==> src/rtl/aibnd_red_shift_ctrl.sv <==
// aibnd_red_shift_ctrl: sequencer for the AIB IO redundancy shift chain.
// It takes a repair configuration over valid/ready and turns it into the
// thermometer shift_en vector. While the pattern changes, the shared analog
// reset is held low. It is released only after a settle window.
module aibnd_red_shift_ctrl #(
  parameter int NIO         = 24,
  parameter int IDXW        = 5,
  parameter int QUIESCE_CYC = 4,
  parameter int SETTLE_CYC  = 8,
  parameter int CNTW        = 8
) (
  input  logic            clk,
  input  logic            rstb,
  input  logic            cfg_valid,
  output logic            cfg_ready,
  input  logic            cfg_en,
  input  logic [IDXW-1:0] cfg_idx,
  output logic            cfg_err,
  input  logic            anlg_rstb_req,
  output logic            anlg_rstb_out,
  output logic [NIO-1:0]  shift_en,
  output logic            busy,
  output logic            done,
  output logic            cur_en,
  output logic [IDXW-1:0] cur_idx
);

  typedef enum logic [2:0] {
    S_IDLE, S_QUIESCE, S_APPLY, S_SETTLE, S_DONE
  } state_e;

  state_e          state_q, state_d;
  logic [CNTW-1:0] cnt_q, cnt_d;
  logic            req_en_q;
  logic [IDXW-1:0] req_idx_q;
  logic            rdy_q, err_q, rel_q;
  logic [NIO-1:0]  shift_q, therm;
  logic            cur_en_q;
  logic [IDXW-1:0] cur_idx_q;
  logic            hs, bad_idx, ld;

  // rdy_q is only ever set while IDLE, so the handshake needs no state check
  assign hs      = cfg_valid & rdy_q;
  assign bad_idx = cfg_en & (32'(cfg_idx) >= 32'(NIO));
  assign ld      = hs & ~bad_idx;

  // Thermometer: IO i shifts when it sits at or above the failing index
  for (genvar g = 0; g < NIO; g++) begin : g_therm
    assign therm[g] = req_en_q & (req_idx_q <= IDXW'(g));
  end

  // Next-state logic; one shared counter times both wait windows
  always_comb begin
    state_d = state_q;
    cnt_d   = '0;
    case (state_q)
      S_IDLE:    if (ld) state_d = S_QUIESCE;
      S_QUIESCE: begin
        if (cnt_q == CNTW'(QUIESCE_CYC - 1)) state_d = S_APPLY;
        else                                 cnt_d   = cnt_q + 1'b1;
      end
      S_APPLY:   state_d = S_SETTLE;
      S_SETTLE: begin
        if (cnt_q == CNTW'(SETTLE_CYC - 1)) state_d = S_DONE;
        else                                cnt_d   = cnt_q + 1'b1;
      end
      S_DONE:    state_d = S_IDLE;
      default:   state_d = S_IDLE;
    endcase
  end

  // State and wait counter
  always_ff @(posedge clk or negedge rstb) begin
    if (!rstb) begin
      state_q <= S_IDLE;
      cnt_q   <= '0;
    end else begin
      state_q <= state_d;
      cnt_q   <= cnt_d;
    end
  end

  // Capture an accepted legal request; it is applied later, in APPLY
  always_ff @(posedge clk or negedge rstb) begin
    if (!rstb) begin
      req_en_q  <= 1'b0;
      req_idx_q <= '0;
    end else if (ld) begin
      req_en_q  <= cfg_en;
      req_idx_q <= cfg_idx;
    end
  end

  // Drive the new shift pattern and the applied configuration in APPLY only
  always_ff @(posedge clk or negedge rstb) begin
    if (!rstb) begin
      shift_q   <= '0;
      cur_en_q  <= 1'b0;
      cur_idx_q <= '0;
    end else if (state_q == S_APPLY) begin
      shift_q   <= therm;
      cur_en_q  <= req_en_q;
      cur_idx_q <= req_idx_q;
    end
  end

  // Ready, error pulse and the release flag. The release flag can only
  // follow the request once the sequence has reached DONE or IDLE.
  always_ff @(posedge clk or negedge rstb) begin
    if (!rstb) begin
      rdy_q <= 1'b0;
      err_q <= 1'b0;
      rel_q <= 1'b0;
    end else begin
      rdy_q <= (state_d == S_IDLE);
      err_q <= hs & bad_idx;
      rel_q <= ((state_d == S_IDLE) || (state_d == S_DONE)) & anlg_rstb_req;
    end
  end

  assign cfg_ready     = rdy_q;
  assign cfg_err       = err_q;
  assign anlg_rstb_out = rel_q & anlg_rstb_req;
  assign shift_en      = shift_q;
  assign busy          = (state_q != S_IDLE);
  assign done          = (state_q == S_DONE);
  assign cur_en        = cur_en_q;
  assign cur_idx       = cur_idx_q;

endmodule
==> config.mk <==
export PLATFORM = sky130hd
export DESIGN_NAME = aibnd_red_shift_ctrl
export DESIGN_NICKNAME = d
export VERILOG_FILES = /design/src/rtl/aibnd_red_shift_ctrl.sv
export SDC_FILE = /design/constraint.sdc
export NUM_CORES = 1
export LEC_CHECK = 0
export ABC_CLOCK_PERIOD_IN_PS = 2000
export BUFFER_PORTS_ARGS = -buffer_cell sky130_fd_sc_hd__clkbuf_2
export CORE_MARGIN = 4
export CORE_UTILIZATION = 50
export CTS_BUF_LIST = sky130_fd_sc_hd__clkbuf_4 sky130_fd_sc_hd__clkbuf_8 sky130_fd_sc_hd__clkbuf_16
export DETAILED_ROUTE_END_ITERATION = 10
export PLACE_DENSITY = 0.72
export SLEW_MARGIN = 20
export SYNTH_ARGS = -nofsm -noshare
export SYNTH_HDL_FRONTEND = slang
export SYNTH_SLANG_ARGS = --single-unit
==> constraint.sdc <==
create_clock -name clk -period 2 [get_ports clk]
set_clock_uncertainty 0.15 [all_clocks]
set_input_delay 0.4 -clock clk [delete_from_list [all_inputs] [get_ports clk]]
set_output_delay 0.4 -clock clk [all_outputs]
set_load 0.005 [all_outputs]
# Word level (Yosys, flattened, before mapping)
# Index checks and enable logic that the tools add are counted.
dict set report classes {
  muxes 7
  n_shift 0
  div_mod_pow 0
  n_eq_ne 7
  bitwise 31
  n_lt_le_gt_ge 25
  n_addsub 1
  multipliers 0
  n_reduce_logical 4
}
# cell count
set ops {}
lappend ops {{$le 5x4->1 const B} 8}
lappend ops {{$le 5x5->1 const B} 8}
lappend ops {{$and 1x1->1} 30}
lappend ops {{$le 5x3->1 const B} 4}
lappend ops {{$mux 8} 2}
lappend ops {{$pmux 8 s2} 1}
lappend ops {{$pmux 3 s4} 1}
lappend ops {{$le 5x1->1 const B} 2}
lappend ops {{$le 5x2->1 const B} 2}
lappend ops {{$mux 3} 3}
lappend ops {{$add 8x1->8 const B} 1}
lappend ops {{$eq 8x2->1 const B} 1}
lappend ops {{$eq 8x3->1 const B} 1}
lappend ops {{$eq 3x2->1 const B} 2}
lappend ops {{$eq 3x3->1 const B} 2}
lappend ops {{$logic_not 3->1} 2}
lappend ops {{$ge 5x5->1 const B} 1}
lappend ops {{$eq 3x1->1 const B} 1}
lappend ops {{$reduce_bool 3->1} 1}
lappend ops {{$logic_or 1x1->1} 1}
lappend ops {{$not 1->1} 1}
dict set report word_totals {
  latchBits 0
  input_bits 10
  ramBits 0
  word_cells 85
  out_inout_bits 35
  ff_bits 50
  rom_bits 0
  memories 0
}

# Logic depth before layout (Yosys ltp)
# Gate-level depths: netlist (run 1).
dict set report logic_depth {
  ltp_word 9
  depth_mapped 7
  depth_no_buf 4
}

# Least setup slack after synthesis (run 1)
# No wires, ideal clock.
dict set report synth_timing {
  path_type {register to register}
  from {reg state_q[0]}
  to {reg shift_q[1], in the netlist shift_en[1]}
  n_path_buf 2
  t_arrival_ps 1490
  setup_time_ps 92
  t_required_ps 1758
  setup_slack_ps 268
  stages_incl_launch_ff 6
  period_less_slack_ps 1732
  path_cell_list {dfrtp_1 -> buf_6 -> or3b_1 -> clkbuf_1 -> or3_4 -> o31ai_2}
}
dict set report synth_via {
  elab_chain_len 1
}
# element line_no
set synth_rtl {}
lappend synth_rtl {{start, declared} 32} ;# state_e state_q, state_d;
lappend synth_rtl {{start signal, assigned} 78} ;# state_q <= state_d;
lappend synth_rtl {{$eq 3x2->1} 100} ;# end else if (state_q == S_APPLY) begin
lappend synth_rtl {{end signal, assigned} 101} ;# shift_q <= therm;
lappend synth_rtl {{end, declared} 37} ;# logic [NIO-1:0] shift_q, therm;
# No other way between the ends.
# A chain may end at the register's enable or synchronous reset.

# Final worst setup path (run 1)
dict set report layout_timing {
  from {reg state_q[0]}
  to {out busy}
}
dict set report layout_via {
  elab_chain_len 1
}
# element line_no
set layout_rtl {}
lappend layout_rtl {{$reduce_bool 3->1} 125} ;# assign busy = (state_q != S_IDLE);
lappend layout_rtl {{end, declared} 22} ;# output logic busy,
# No other way between the ends.

==> results of run 1 <==
worst max-delay path, stage by stage, from the launching register on:
cell and delay, ns:
sky130_fd_sc_hd__dfrtp_1 0.38, sky130_fd_sc_hd__buf_4 0.17, sky130_fd_sc_hd__or3_1 0.36, sky130_fd_sc_hd__clkbuf_2 0.11
repair_timing:
item,CTS,global route
setup buffers,0,0
endpoints found under the setup margin,0,0
endpoints found under the hold margin,50,0
hold buffers,1,0
worst paths after layout:
kind                          startpoint           end  slack [ns]  cells past startpoint
setup / recovery              state_q[0]          busy        0.13                      3
hold / removal             anlg_rstb_req         rel_q        0.19                      2
setup reg to reg              state_q[0]  shift_en[13]        0.24                      4
hold reg to reg             shift_en[15]  shift_en[15]        0.33                      1
max in group asynchronous           rstb  shift_en[21]        1.01                      3
min in group asynchronous           rstb  shift_en[16]        0.46                      3
logic make-up (layout without fill, tap and decap cells):
logic type / after synthesis / in the layout / synth area share (%)
AO/OA/AOI/OAI: 58 / 58 / 18.2
XOR/XNOR: 2 / 2 / 0.802
adder cells (fa/ha/maj): 1 / 1 / 0.573
buffers and inverters: 17 / 66 / 3.61
flip-flops: 50 / 50 / 57.3
multiplexers: 8 / 8 / 4.12
AND/OR/NAND/NOR: 69 / 69 / 15.5
synth_stat cells (4+ instances only):
cell,number
sky130_fd_sc_hd__a21o_1,4
sky130_fd_sc_hd__a21oi_1,5
sky130_fd_sc_hd__a22o_1,5
sky130_fd_sc_hd__and3_1,4
sky130_fd_sc_hd__clkbuf_1,7
sky130_fd_sc_hd__dfrtp_1,50
sky130_fd_sc_hd__inv_1,5
sky130_fd_sc_hd__mux2_2,8
sky130_fd_sc_hd__nand2_1,29
sky130_fd_sc_hd__nand3_1,4
sky130_fd_sc_hd__nor2_1,11
sky130_fd_sc_hd__o21ai_0,23
sky130_fd_sc_hd__or3_1,5
flip-flops by register name, summed over array words and instances (netlist names), 3 cells and up:
name,cells
state_q,3
cnt_q,8
req_idx_q,5
shift_en,24
cur_idx,5
placed cells by master, fill, tap and decap left out, types with 3 or more instances in the layout:
cell	instances
sky130_fd_sc_hd__dfrtp_1	50
sky130_fd_sc_hd__clkbuf_2	44
sky130_fd_sc_hd__nand2_1	29
sky130_fd_sc_hd__o21ai_0	23
sky130_fd_sc_hd__nor2_1	11
sky130_fd_sc_hd__mux2_2	8
sky130_fd_sc_hd__buf_4	7
sky130_fd_sc_hd__clkbuf_8	6
sky130_fd_sc_hd__inv_1	5
sky130_fd_sc_hd__or3_1	5
sky130_fd_sc_hd__a21oi_1	5
sky130_fd_sc_hd__a22o_1	5
sky130_fd_sc_hd__and3_1	4
sky130_fd_sc_hd__nand3_1	4
sky130_fd_sc_hd__a21o_1	4
sky130_fd_sc_hd__and2_1	3
sky130_fd_sc_hd__o31ai_1	3
metal layers:
| layer | vias up | routed length, microns | global-route usage [%] |
|---|---|---|---|
| li1 | 834 | - | - |
| met1 | 809 | 2070 | 23.8 |
| met2 | 40 | 2060 | 27.8 |
| met3 | 8 | 226 | 5.14 |
| met4 | 0 | 54 | 5.43 |
| met5 | - | 0 | 0 |
power breakdown:
group / internal, mW / total, mW / switching, mW
clock: 0.293 / 0.607 / 0.315
sequential: 1.38 / 1.75 / 0.372
combinational: 0.657 / 1.33 / 0.675
total: 2.33 / 3.69 / 1.36
stage by stage:
step / cells / hold WS [ns] / cell area, sq um / total power [mW] / setup slack, ns
final: 304 / 0.189 / 2580 / 3.69 / 0.129
after floorplan: 205 / -0.0456 / 2180 / 2.57 / 0.268
after global placement: 295 / 0.259 / 2480 / 3.09 / 0.265
after CTS: 304 / 0.188 / 2580 / 3.73 / 0.117
after global routing: 304 / 0.183 / 2580 / 4.01 / 0.0539
after detailed placement: 295 / 0.262 / 2480 / 3.12 / 0.219
cell type report:
cell class	instances	area, sq um
Clock buffer	7	90.1
Clock inverter	1	5.00
Fill cell	357	1530
Inverter	5	18.8
Multi-Input combinational cell	138	855
Sequential cell	50	1250
Tap cell	50	62.6
Timing Repair Buffer	53	303
==> metrics.txt, run 1 <==
overall die width=74.1 microns; detailed-placement wirelength estimate=3160 microns; Worst slew margin=66.1%; Synth cell types=between 40 and 50; post-route ant nets=0; utilization after layout=62.8%; Max Clk Rate=534 MHz; number of buffers inserted during clock tree synthesis=5; biggest fanout along the worst timing path=9; mean number of vias per cell=around 5.6; CTS Sinks=50; maxcap violations=0; worst ir drop on vdd=637 uV; Detailed Routing Iterations Pass 1=4; total detailed-routing wirelength=approximately 4400 microns; Clk pin slew, worst setup/hold paths=roughly 0.08 ns; placement row count=23; die height=74.1 microns; Cells after Synth=205; number of input and output port buffers inserted=44; power per unit of standard cell area=1430 nW/um^2; post-synthesis area per instance=10.7 sq um; global-route wire length before repair=7470 microns; fraction of layout cells with a size suffix above 1=28.7%; standard cell core area=4120 sq um; clock insertion delay at the later pin of the skew report=0.30 ns; drc violations=0; Final min period=1.87 ns; largest net degree at the start of global routing=51; Req. time, crit path=~1.5 ns; Longest Clk Path Bufs=2; transition time at the pin with the least slew margin=~0.51 ns; post-synth top area share=57.3%; Syn Nets=216; largest area contributor in the synthesized netlist=sky130_fd_sc_hd__dfrtp_1; maximum level of the CTS H-tree=2; number of endpoints failing setup at the final stage=0; initial cell density of the core=53.1%; status=complete, no violations; Post-CTS Resized=0; total leakage power=1.28 nW; number of flops mapped to enable cells by yosys=0; IO Pins=45; routability-driven placement congestion ratio=between 0.8 and 0.9; fraction of registers with async set or reset after synthesis=100%; final hold viol count=0; critical path data arrival time=1.32 ns; antenna diode count=0; Setup crit start kind=register; buffer type at the clock tree root=sky130_fd_sc_hd__clkbuf_8; initial antenna violation count=0; Die ar.=about 5500 sq um; Syn-to-layout area delta=18.3%; YS warnings=0; sum of negative setup slack=0 ns; fraction of the yosys area taken by sequential cells=57.3%; number of global-route vias before repair=around 1600; routed length per placed instance=~15 microns; vias after detailed routing=between 1500 and 2000; synth top area cells=sky130_fd_sc_hd__dfrtp_1, sky130_fd_sc_hd__o21ai_0, sky130_fd_sc_hd__nand2_1, sky130_fd_sc_hd__mux2_2, sky130_fd_sc_hd__a22o_1; CTS tree=done; worst setup path category=register to output port; post-synth design cell area=2180 sq um; number of nets in the layout=264; GRT Resource Usage Total=17.7%; Pins Over Slew Limit=0; kind of path behind the tightest hold check=primary input to register; DR iter-0 viols=92; aggregate global routing overflow=0; final clock period utilization by the worst path=about 94%; critical path capture point type=output port; RSZ-0062 raised after global routing=no; most instantiated flip-flop cell in the synthesis netlist=sky130_fd_sc_hd__dfrtp_1; post-synthesis register bit count=50
No activity file was read; power rests on OpenSTA's default activity.
==> run 2: changes to the inputs <==
--- a/config.mk
+++ b/config.mk
@@ -9,7 +9,6 @@
 export BUFFER_PORTS_ARGS = -buffer_cell sky130_fd_sc_hd__clkbuf_2
 export CORE_MARGIN = 4
 export CORE_UTILIZATION = 50
-export CTS_BUF_LIST = sky130_fd_sc_hd__clkbuf_4 sky130_fd_sc_hd__clkbuf_8 sky130_fd_sc_hd__clkbuf_16
 export DETAILED_ROUTE_END_ITERATION = 10
 export PLACE_DENSITY = 0.72
 export SLEW_MARGIN = 20
==> metrics.txt, run 2 (synthesis results as in run 1) <==
post-route insts no fill=304; final clock period utilization by the worst path=93.6%; initial antenna violation count=0; Worst slew margin=66.2%; kind of path behind the tightest hold check=primary input to register; total detailed-routing wirelength=4440 microns; clock insertion delay at the later pin of the skew report=0.30 ns; die height=74.1 microns; vias after detailed routing=1662; Longest Clk Path Bufs=2; mean number of vias per cell=5.47; post-route ant nets=0; Final Cell Area=2580 sq um; number of global-route vias before repair=1599; standard cell core area=4120 sq um; critical path data arrival time=1.32 ns; RSZ-0062 raised after global routing=no; count of cells along the worst register-to-register path=4; Final min period=1.87 ns; routability-driven placement congestion ratio=0.812; Syn-to-layout area delta=18.2%; largest net degree at the start of global routing=51; final hold viol count=0; most frequent standard cell in the layout excluding fill and tap cells=sky130_fd_sc_hd__dfrtp_1; worst setup path category=register to output port; endpoint of the most critical register-to-register path=shift_en[13]; placement row count=23; DR iter-0 viols=85; worst setup timing slack at the placement stage=between 0.2 and 0.25 ns; Pins Over Slew Limit=0; cell with the largest stage delay on the worst path=sky130_fd_sc_hd__dfrtp_1; biggest fanout along the worst timing path=9; initial cell density of the core=53.1%; origin of the worst min-delay path=anlg_rstb_req; drc violations=0; routed length per placed instance=14.6 microns; IO Pins=45; most used cells in the layout excluding fill and tap cells=sky130_fd_sc_hd__dfrtp_1, sky130_fd_sc_hd__clkbuf_2, sky130_fd_sc_hd__nand2_1, sky130_fd_sc_hd__o21ai_0, sky130_fd_sc_hd__nor2_1; overall die width=74.1 microns; fillers=359; total leakage power=1.27 nW; minimum setup slack among reg-to-reg paths=0.23 ns; global-route wire length before repair=between 7000 and 8000 microns; CTS tree=done; R2R Path Start=state_q[0]; worst ir drop on vdd=636 uV; Die ar.=5490 sq um; status=complete, no violations; slowest cell delay on critical path=0.38 ns; transition time at the pin with the least slew margin=between 0.5 and 0.6 ns; detailed-placement wirelength estimate=between 3000 and 4000 microns; worst-case setup margin in the final layout=roughly 0.13 ns; Placed Area=between 2000 and 2500 sq um; Setup crit start kind=register; number of buffers inserted during clock tree synthesis=5; aggregate global routing overflow=0; Total Power Consumption=3.68 mW; fraction of layout cells with a size suffix above 1=28.3%; number of input and output port buffers inserted=44; sum of negative setup slack=0 ns; power per unit of standard cell area=1430 nW/um^2; buffer type at the clock tree root=sky130_fd_sc_hd__clkbuf_8; CTS Sinks=50; Worst Hold End=rel_q; maxcap violations=0; buffers plus inverters on the worst setup path=2; GRT Resource Usage Total=17.7%; maximum level of the CTS H-tree=2; Detailed Routing Iterations Pass 1=4; Clk pin slew, worst setup/hold paths=roughly 0.090 ns; utilization after layout=between 60% and 70%; antenna diode count=0; Max Clk Rate=534 MHz; Top delay family on crit path=flip-flops; Post-CTS Resized=0; Req. time, crit path=1.45 ns; number of endpoints failing setup at the final stage=0; Min Hold Slack=about 0.19 ns; Cells after DPL=approximately 300; critical path capture point type=output port; number of nets in the layout=264; Largest register FFs=24; hold depth=2; critical-path cell list=buf_4 > or3_1 > clkbuf_2
[run 2: timing repair]
action	4_1_cts	5_1_grt
hold endpoints to repair	50	0
buffers inserted	0	0
hold buffers	1	0
[run 2: worst max-delay path by stage]
stage | startpoint | depth (start not counted) | to
3_3_place_gp | cfg_en | 4 | req_idx_q[1]
2_1_floorplan | state_q[0] | 5 | shift_en[1]
6_report | state_q[0] | 3 | busy
4_1_cts | state_q[0] | 3 | busy
5_1_grt | state_q[0] | 3 | busy
3_5_place_dp | cfg_en | 4 | req_idx_q[1]
[run 2: report_power, final]
| part | switching (mW) | internal, mW | leakage (nW) |
|---|---|---|---|
| Clock | 0.319 | 0.279 | 0.0482 |
| Sequential | 0.372 | 1.38 | 0.643 |
| Combinational | 0.674 | 0.657 | 0.582 |
| Total | 1.36 | 2.31 | 1.27 |
[run 2: cell type report]
type	count	area [sq um]	area share, %
sequential	50	1250	48.5
multi-input combinational	138	855	33.1
timing repair buffer	53	303	11.7
clock buffer	7	86.3	3.34
tap	50	62.6	2.42
inverter	5	18.8	0.727
clock inverter	1	5.00	0.194
[run 2: worst register-to-register path, cell delays in order, from the launching register on]
cell,delay (ns)
sky130_fd_sc_hd__dfrtp_1,0.38
sky130_fd_sc_hd__or3b_1,0.53
sky130_fd_sc_hd__buf_4,0.28
sky130_fd_sc_hd__a311oi_1,0.26
sky130_fd_sc_hd__a21o_1,0.11
[run 2: metal layers]
| metal | vias to the layer above | part of all wire [%] | global-route usage, % |
|---|---|---|---|
| li1 | 830 | - | - |
| met1 | 788 | 47 | 23.8 |
| met2 | 39 | 46 | 28.0 |
| met3 | 5 | 5.3 | 5.14 |
| met4 | 0 | 1.1 | 5.23 |
| met5 | - | 0 | 0 |
==> run 3: changes to the inputs <==
--- a/config.mk
+++ b/config.mk
@@ -9,6 +9,7 @@
 export BUFFER_PORTS_ARGS = -buffer_cell sky130_fd_sc_hd__clkbuf_2
 export CORE_MARGIN = 4
 export CORE_UTILIZATION = 50
+export CTS_BUF_LIST = sky130_fd_sc_hd__clkbuf_8
 export DETAILED_ROUTE_END_ITERATION = 10
 export PLACE_DENSITY = 0.72
 export SLEW_MARGIN = 20
==> metrics.txt, run 3 (synthesis results as in run 1) <==
DR iter-0 viols=between 80 and 90; drc violations=0; buffer type at the clock tree root=sky130_fd_sc_hd__clkbuf_8; post-route ant nets=0; aggregate global routing overflow=0; buffers inserted by post-CTS timing repair=0; Final min period=1.87 ns; kind of path behind the tightest hold check=primary input to register; transition time at the pin with the least slew margin=approximately 0.5 ns; Top delay family on crit path=flip-flops; Total Power Consumption=3.67 mW; utilization after layout=a little over three fifths; Largest register FFs=24; largest net degree at the start of global routing=between 50 and 60; origin of the worst min-delay path=anlg_rstb_req; biggest fanout along the worst timing path=9; count of cells along the worst register-to-register path=4; Syn-to-layout area delta=18.2%; number of input and output port buffers inserted=44; Max Clk Rate=534 MHz; clock insertion delay at the later pin of the skew report=about 0.30 ns; routed length per placed instance=approximately 15 microns; Worst slew margin=about two thirds; Pins Over Slew Limit=0; standard cell core area=4120 sq um; initial cell density of the core=53.1%; fraction of layout cells with a size suffix above 1=28.3%; status=complete, no violations; Post-CTS Resized=0; total leakage power=1.28 nW; minimum setup slack among reg-to-reg paths=0.23 ns; IO Pins=45; critical path capture point type=output port; slowest cell delay on critical path=approximately 0.38 ns; number of endpoints failing setup at the final stage=0; number of buffers inserted during clock tree synthesis=5; power per unit of standard cell area=1420 nW/um^2; worst ir drop on vdd=about 640 uV; worst setup timing slack at the placement stage=around 0.22 ns; maximum level of the CTS H-tree=2; Detailed Routing Iterations Pass 1=5; number of nets in the layout=around 260; RSZ-0062 raised after global routing=no; final clock period utilization by the worst path=93.6%; final hold viol count=0; routability-driven placement congestion ratio=0.812; mean number of vias per cell=5.51; Req. time, crit path=1.45 ns; maxcap violations=0; worst-case setup margin in the final layout=between 0.1 and 0.15 ns; number of global-route vias before repair=1599; most frequent standard cell in the layout excluding fill and tap cells=sky130_fd_sc_hd__dfrtp_1; endpoint of the most critical register-to-register path=shift_en[13]; worst setup path category=register to output port; Longest Clk Path Bufs=2; antenna diode count=0; hold depth=2; Die ar.=approximately 5500 sq um; global-route wire length before repair=7490 microns; vias after detailed routing=1675; buffers plus inverters on the worst setup path=2; detailed-placement wirelength estimate=between 3000 and 4000 microns; GRT Resource Usage Total=17.7%; Min Hold Slack=0.190 ns; initial antenna violation count=0; R2R Path Start=state_q[0]; CTS tree=done; Setup crit start kind=register; critical path data arrival time=1.32 ns; sum of negative setup slack=0 ns; die height=74.1 microns; most used cells in the layout excluding fill and tap cells=sky130_fd_sc_hd__dfrtp_1, sky130_fd_sc_hd__clkbuf_2, sky130_fd_sc_hd__nand2_1, sky130_fd_sc_hd__o21ai_0, sky130_fd_sc_hd__nor2_1; Worst Hold End=rel_q; overall die width=74.1 microns; CTS Sinks=50; Clk pin slew, worst setup/hold paths=0.09 ns; placement row count=23; cell with the largest stage delay on the worst path=sky130_fd_sc_hd__dfrtp_1; critical-path cell list=buf_4 > or3_1 > clkbuf_2; total detailed-routing wirelength=4440 microns
## run 3: cell type report
cell class                      count  area (sq um)
Fill cell                         359          1530
Sequential cell                    50          1250
Multi-Input combinational cell    138           855
Timing Repair Buffer               53           303
Clock buffer                        6          82.6
Tap cell                           50          62.6
Inverter                            5          18.8
Clock inverter                      2          8.76
## run 3: how the worst max path moves through the flow
stage	depth (start not counted)	slack, ns	to	start
2_1_floorplan	5	0.27	shift_en[1]	state_q[0]
3_3_place_gp	4	0.26	req_idx_q[1]	cfg_en
3_5_place_dp	4	0.22	req_idx_q[1]	cfg_en
4_1_cts	3	0.12	busy	state_q[0]
5_1_grt	3	0.06	busy	state_q[0]
6_report	3	0.13	busy	state_q[0]
## run 3: what timing repair did
item | 4_1_cts | 5_1_grt
endpoints found under the setup margin | 0 | 0
hold buffers | 1 | 0
hold endpoints to repair | 50 | 0
## run 3: worst reg2reg max path, cell delays in order (launching register included)
cell and delay [ns]:
sky130_fd_sc_hd__dfrtp_1 0.38, sky130_fd_sc_hd__or3b_1 0.53, sky130_fd_sc_hd__buf_4 0.28, sky130_fd_sc_hd__a311oi_1 0.26, sky130_fd_sc_hd__a21o_1 0.11
## run 3: per-layer routing
| metal | part of all wire [%] | track usage (%) | up-vias |
|---|---|---|---|
| li1 | - | - | 831 |
| met5 | 0 | 0 | - |
| met3 | 5.3 | 5.14 | 7 |
| met2 | 46 | 28.0 | 40 |
| met4 | 1.1 | 5.23 | 0 |
| met1 | 47 | 23.8 | 797 |
## run 3: through the flow
stage,cell area [sq um],instances
floorplan,2180,205
global placement,2480,295
detailed placement,2480,295
CTS,2580,304
global route,2580,304
finish,2580,304
## run 3: power breakdown
group	internal, mW	switching (mW)
Clock	0.274	0.319
Sequential	1.38	0.372
Combinational	0.657	0.674
Total	2.31	1.36
